File: src/rtl/seg7_scan_ctrl.sv
// Time-multiplexed scan controller for an NDIG-digit 7-segment bank.
// Presents one shadowed nibble per prescaled slot with one-hot enable, blank and frame flags.
module seg7_scan_ctrl #(
  parameter int NDIG         = 8,
  parameter int PRESCALE     = 50000,
  parameter int BLINK_FRAMES = 64
) (
  input  logic              CLK,
  input  logic              RST,
  input  logic [4*NDIG-1:0] DATA,
  input  logic              LOAD,
  input  logic              LZB,
  input  logic [NDIG-1:0]   BLINK,
  output logic [3:0]        HEX,
  output logic [NDIG-1:0]   DIGIT_SEL,
  output logic              BLANK,
  output logic              FRAME
);

  localparam int PW = $clog2(PRESCALE);
  localparam int IW = $clog2(NDIG);
  localparam int BW = (BLINK_FRAMES > 1) ? $clog2(BLINK_FRAMES) : 1;

  localparam logic [PW-1:0] PRE_LAST = PW'(PRESCALE - 1);
  localparam logic [IW-1:0] IDX_LAST = IW'(NDIG - 1);
  localparam logic [BW-1:0] BLK_LAST = BW'(BLINK_FRAMES - 1);

  logic [PW-1:0]     presc_q, presc_d;
  logic [IW-1:0]     idx_q, idx_d;
  logic [4*NDIG-1:0] shadow_q, shadow_d;
  logic [BW-1:0]     blink_cnt_q, blink_cnt_d;
  logic              blink_phase_q, blink_phase_d;
  logic              frame_seen_q, frame_seen_d;
  logic [3:0]        hex_q, hex_d;
  logic [NDIG-1:0]   sel_q, sel_d;
  logic              blank_q, blank_d;
  logic              frame_q, frame_d;

  logic              tick;
  logic              wrap;
  logic              zero_acc;
  logic [NDIG-1:0]   zero_from;
  logic [3:0]        nib [NDIG];

  for (genvar gi = 0; gi < NDIG; gi++) begin : g_nib
    assign nib[gi] = shadow_q[4*gi +: 4];
  end

  // zero_from[i] is set when shadow digits i..NDIG-1 are all zero.
  always_comb begin
    zero_from = '0;
    zero_acc  = 1'b1;
    for (int i = NDIG - 1; i >= 0; i--) begin
      zero_acc     = zero_acc && (shadow_q[4*i +: 4] == 4'd0);
      zero_from[i] = zero_acc;
    end
  end

  always_comb begin
    tick          = (presc_q == PRE_LAST);
    wrap          = tick && (idx_q == IDX_LAST);
    presc_d       = tick ? '0 : presc_q + PW'(1);
    idx_d         = idx_q;
    shadow_d      = LOAD ? DATA : shadow_q;
    blink_cnt_d   = blink_cnt_q;
    blink_phase_d = blink_phase_q;
    frame_seen_d  = frame_seen_q;
    hex_d         = hex_q;
    sel_d         = sel_q;
    blank_d       = blank_q;
    frame_d       = wrap;

    if (tick) begin
      idx_d = wrap ? '0 : idx_q + IW'(1);
    end

    // The first frame after reset starts the count; each later frame start closes one frame.
    if (wrap) begin
      frame_seen_d = 1'b1;
      if (frame_seen_q) begin
        if (blink_cnt_q == BLK_LAST) begin
          blink_cnt_d   = '0;
          blink_phase_d = ~blink_phase_q;
        end else begin
          blink_cnt_d = blink_cnt_q + BW'(1);
        end
      end
    end

    // shadow_q is still the pre-LOAD value here, so a coincident LOAD shows next slot.
    if (tick) begin
      hex_d   = nib[idx_d];
      sel_d   = NDIG'(1) << idx_d;
      blank_d = (LZB && (idx_d != '0) && zero_from[idx_d]) ||
                (BLINK[idx_d] && blink_phase_d);
    end
  end

  always_ff @(posedge CLK or negedge RST) begin
    if (!RST) begin
      presc_q       <= '0;
      idx_q         <= IDX_LAST;
      shadow_q      <= '0;
      blink_cnt_q   <= '0;
      blink_phase_q <= 1'b0;
      frame_seen_q  <= 1'b0;
      hex_q         <= 4'd0;
      sel_q         <= '0;
      blank_q       <= 1'b1;
      frame_q       <= 1'b0;
    end else begin
      presc_q       <= presc_d;
      idx_q         <= idx_d;
      shadow_q      <= shadow_d;
      blink_cnt_q   <= blink_cnt_d;
      blink_phase_q <= blink_phase_d;
      frame_seen_q  <= frame_seen_d;
      hex_q         <= hex_d;
      sel_q         <= sel_d;
      blank_q       <= blank_d;
      frame_q       <= frame_d;
    end
  end

  assign HEX       = hex_q;
  assign DIGIT_SEL = sel_q;
  assign BLANK     = blank_q;
  assign FRAME     = frame_q;

endmodule

File: config.mk
export PLATFORM = sky130hd
export DESIGN_NAME = seg7_scan_ctrl
export DESIGN_NICKNAME = d
export VERILOG_FILES = /design/src/rtl/seg7_scan_ctrl.sv
export SDC_FILE = /design/constraint.sdc
export NUM_CORES = 1
export LEC_CHECK = 0
export CAP_MARGIN = 10
export CORE_MARGIN = 4
export CORE_UTILIZATION = 55
export CTS_BUF_LIST = sky130_fd_sc_hd__clkbuf_8
export CTS_CLUSTER_DIAMETER = 200
export DETAILED_ROUTE_END_ITERATION = 8
export MAX_ROUTING_LAYER = met4
export PLACE_DENSITY = 0.82
export SYNTH_ARGS = -nofsm -noshare
export SYNTH_HDL_FRONTEND = slang
export SYNTH_SLANG_ARGS = --single-unit
File: constraint.sdc
create_clock -name CLK -period 2.9 [get_ports CLK]
set_input_delay 0.435 -clock CLK [delete_from_list [all_inputs] [get_ports CLK]]
set_output_delay 0.435 -clock CLK [all_outputs]
set_load 0.01 [all_outputs]
After elaboration in Yosys (flattened, before gate mapping)
Index checks and enable logic that the tools add are counted.
W data, S select, Z words.
- logic and storage cells: 57
- bits in registers: 73
- output and inout port bits: 14
- bits of input ports: 44
- bitwise gates (word level): 2
- equality and inequality tests: 3
- muxes and demuxes: 14
- $lt $le $gt $ge: 2
- shifts and indexed selects: 1
- add/sub/neg operators: 3
- reductions and logical operators: 22
- operators by type and width (kind ; count):
    $logic_not A4 Y1 ; 8
    $add A16 B1 Y16 const B ; 1
    $eq A16 B16 Y1 const B ; 1
    $mux W16 ; 1
    $bmux W4 S3 ; 1
    $logic_and A1 B1 Y1 ; 11
    $mux W4 ; 2
    $shl A1 B3 Y8 const A ; 1
    $add A6 B1 Y6 const B ; 1
    $bmux W1 S3 ; 2
    $eq A6 B6 Y1 const B ; 1
    $mux W3 ; 2
    $mux W6 ; 1
    $mux W1 ; 5
    $ge A4 B4 Y1 const B ; 1
    $lt A3 B4 Y1 const B ; 1
    $not A3 Y4 ; 1
    $add A3 B1 Y3 const B ; 1
    $eq A3 B3 Y1 const B ; 1
    $reduce_bool A3 Y1 ; 1
    $reduce_and A2 Y1 ; 1
    $logic_or A1 B1 Y1 ; 1
    $not A1 Y1 ; 1

Logic depth before layout (Yosys ltp)
- word-level depth: 12
- gate-level depth with buffers: 11
- gate-level depth less buffers: 10

Least setup slack after synthesis
OpenSTA, ideal clock, no wires.
- path type: reg-to-reg
- start: reg idx_q[0]
- end: reg blank_q (netlist: BLANK)
- arrival: 2.331 ns
- buffers on the path: 1
- stages on the path, launching flop included: 9
- setup time: 0.081 ns
- clock period less this slack: 2.412 ns
- setup slack: 0.488 ns
- required time: 2.819 ns
- path through: dfstp_2 -> ha_1 -> ha_1 -> inv_1 -> nor2_1 -> clkbuf_1 -> o2111ai_1 -> or4_1 -> o211ai_1
- cells in the longest elaborated chain, start to end: 8
- elaborated cells between the ends (all ways): 15
- those cells by class: add/sub (1); eq/ne (1); mux (7); reduce/logical (6)
- ends and longest elaborated chain (what ; line ; source):
    from (decl) ; 29 ; logic [IW-1:0] idx_q, idx_d;
    from (signal assigned) ; 113 ; idx_q <= idx_d;
    branches (longest 7 deep; another with $add A3 B1 Y3) ; -- ;
    $logic_or A1 B1 Y1 * ; 94 ; blank_d = (LZB && (idx_d != '0) && zero_from[idx_d]) ||
    to (signal assigned) ; 120 ; blank_q <= blank_d;
    to (decl) ; 36 ; logic blank_q, blank_d;
Mark *: on every way between the ends. The select of a mux whose other input is x is not followed.
A chain may end at the register's enable or synchronous reset.

Worst setup path after layout
Ends and elaborated chain as after synthesis.

==> flow_summary.ini <==
[run_status]
outcome = completed

[routing]
wl_mm = 7.38
avgViaCountPerCell = 5.65
drc = 0
vias = 2454
first_iter_violations = 94
drtPass1Iterations = 4
wl_per_cell_microns = 17.0
ant_nets = 0

[worst_hold_path]
hp-class = input port to asynchronous set/reset pin

[global_routing]
grt_max_degree = 47
grt-ovfl-total = 0
antenna_found_initial = 0
grt_pass1_wl_mm = 12.4
grt_use_total_pct = 21.9
grt_pass1_vias = 2618

[synthesis]
synth_flop_cell = dfrtp_1
yosys.area.top_type = dfrtp_1
synth_nets = 343
async_reset_ff_share_pct = 100
yosysTopAreaCellShare_pct = 49.8
yosys_warnings = 0
ys_ff_latch = 73
synth.area.top_cells = dfrtp_1 50%, mux2_2 11%, mux2i_1 5.5%
synth_area_sq_um = 3470
syn-mean-instance-area_sq_um = 11.8
synthCells = 295
yosysSeqAreaShare_pct = 52.8
synth-edff-count = 0
synth_cell_types = 45

[critical_path]
critPathArrivalTime_ns = 2.79
start_kind = register
path_max_fanout = 13
critical_path_class = register to register
worstSetupEndpointType = register
required_ns = 3.17

[placement]
gp_congestion = 0.836
port_buffers = 57
post-dp-hpwl_mm = 5.49

[final_layout]
final_common_cell = dfrtp_1
final_cell_mix = 69 x dfrtp_1, 56 x clkdlybuf4s50_1, 39 x nand2_1
area_delta_synth_final_pct = 24.6
drive_above_1_share_pct = 19.8
num_antenna_cells = 0
fin_nets = 403
nFillCells = 446
fin_util_pct = 71.8

[cts]
cts.clk_slew.worst_paths_ns = 0.08
cts_setup_buffers = 0
cts-root-buf = clkbuf_8
cts.sinks = 73
cts_tree = built
cts.repair.resized = 0
numCtsBuffers = 9
clk_path_buf_depth = 2
cts.htree.levels = 3
hold_buffers = 0
clk_latency_ns = 0.35

[floorplanning]
die_w_microns = 87.4
pin_count = 58
die-area_sq_um = 7640
die_h_microns = 87.4
core-area_sq_um = 6030
initial_core_util_pct = 57.6
rows = 28

[sta]
maxSlewViolCount = 0
finalSetupViolations = 0
fin_worst_skew_ns = 0.00644
rsz0062_at_grt = no
fmax_mhz = 398
final.min_clock_period_ns = 2.51
hold_viol = 0
worst_slew_pin_slew_ns = 0.647
fin_crit_sh_pct = 86.7
relSlewSlack_pct = 56.9
final.setup.tns_ns = 0

[pwr]
p_per_area_nw_per_um2 = 478
ir_drop_v = 0.000393
power.leakage_uw = 0.00180

[flow_run]
max_cap_viol_count = 0
==> path summary, 6_finish.rpt <==
check / slack [ns] / startpoint / end / cells past startpoint
worst min-delay path: 0.1 / RST / blink_cnt_q[3] / 1
min in group CLK: 0.46 / presc_q[0] / presc_q[0] / 1
worst min register to register: 0.46 / presc_q[0] / presc_q[0] / 1
max in group asynchronous: 2.09 / RST / idx_q[0] / 2
worst max-delay path: 0.39 / idx_q[0] / BLANK / 10
worst max register to register: 0.39 / idx_q[0] / BLANK / 10
==> cells by family (layout without fill, tap and decap cells) <==
family                   count (synthesis)  in the layout  synth area share (%)
AND/OR/NAND/NOR                         94             94                  14.2
flip-flops                              73             73                  52.8
multiplexers                            57             57                  19.4
AO/OA/AOI/OAI                           35             35                  6.49
buffers and inverters                   18             82                  2.13
XOR/XNOR                                14             14                  3.53
adder cells (fa/ha/maj)                  4              4                  1.44
==> cell usage after synthesis (5+ instances only) <==
cell      count
dfrtp_1      69
nand2_1      39
mux2_2       33
mux2i_1      19
o21ai_0      12
nor2_1       11
clkbuf_1      8
xnor2_1       8
a21oi_1       6
and3_1        6
nand3_1       6
xor2_1        6
o31ai_1       5
or4_1         5
==> metrics by stage <==
stage	worst slack, ns	area, sq um	instances	hold WS (ns)	total power [uW]
floorplan	0.488	3470	295	0.139	1180
global placement	0.562	4130	419	0.436	1280
detailed placement	0.432	4130	419	0.454	1290
CTS	0.399	4320	434	0.111	2080
global route	0.268	4320	434	0.137	2140
finish	0.386	4320	434	0.100	2070
==> sequential cells by signal, indices dropped and copies added, names as in the netlist <==
signal / cells
shadow_q: 32
presc_q: 16
DIGIT_SEL: 8
blink_cnt_q: 6
HEX: 4
idx_q: 3
BLANK: 1
FRAME: 1
blink_phase_q: 1
frame_seen_q: 1
==> per-layer routing <==
metal	track usage, %	vias up	share of wire, %
met5	-	-	0
met4	12.0	0	2.3
met3	3.88	19	4.3
met2	35.6	65	51
met1	25.8	1190	42
li1	-	1180	-
==> power by group <==
part           internal [uW]  total [uW]  switching (uW)  leakage [uW]
clock network            414         794             380     0.0000981
logic                    112         171            58.8      0.000787
registers               1060        1100            37.3      0.000918
==> area by class of cell <==
class	instances	area (sq um)	share of cell area (%)
multi-input combinational	204	1570	36.2
sequential	73	1830	42.4
timing repair buffer	63	623	14.4
inverter	4	15.0	0.347
tap	75	93.8	2.17
clock buffer	10	138	3.18
clock inverter	5	56.3	1.30
==> critical path: stages (launching register included) <==
cell and delay [ns]:
dfstp_2 0.64, ha_1 0.19, ha_1 0.16, inv_1 0.08
nor2_2 0.15, buf_4 0.26, nand2_1 0.10, a21oi_2 0.14
a21oi_1 0.07, or4_1 0.52, o211ai_1 0.12
Note: power is estimated with default switching activity, not from simulation.
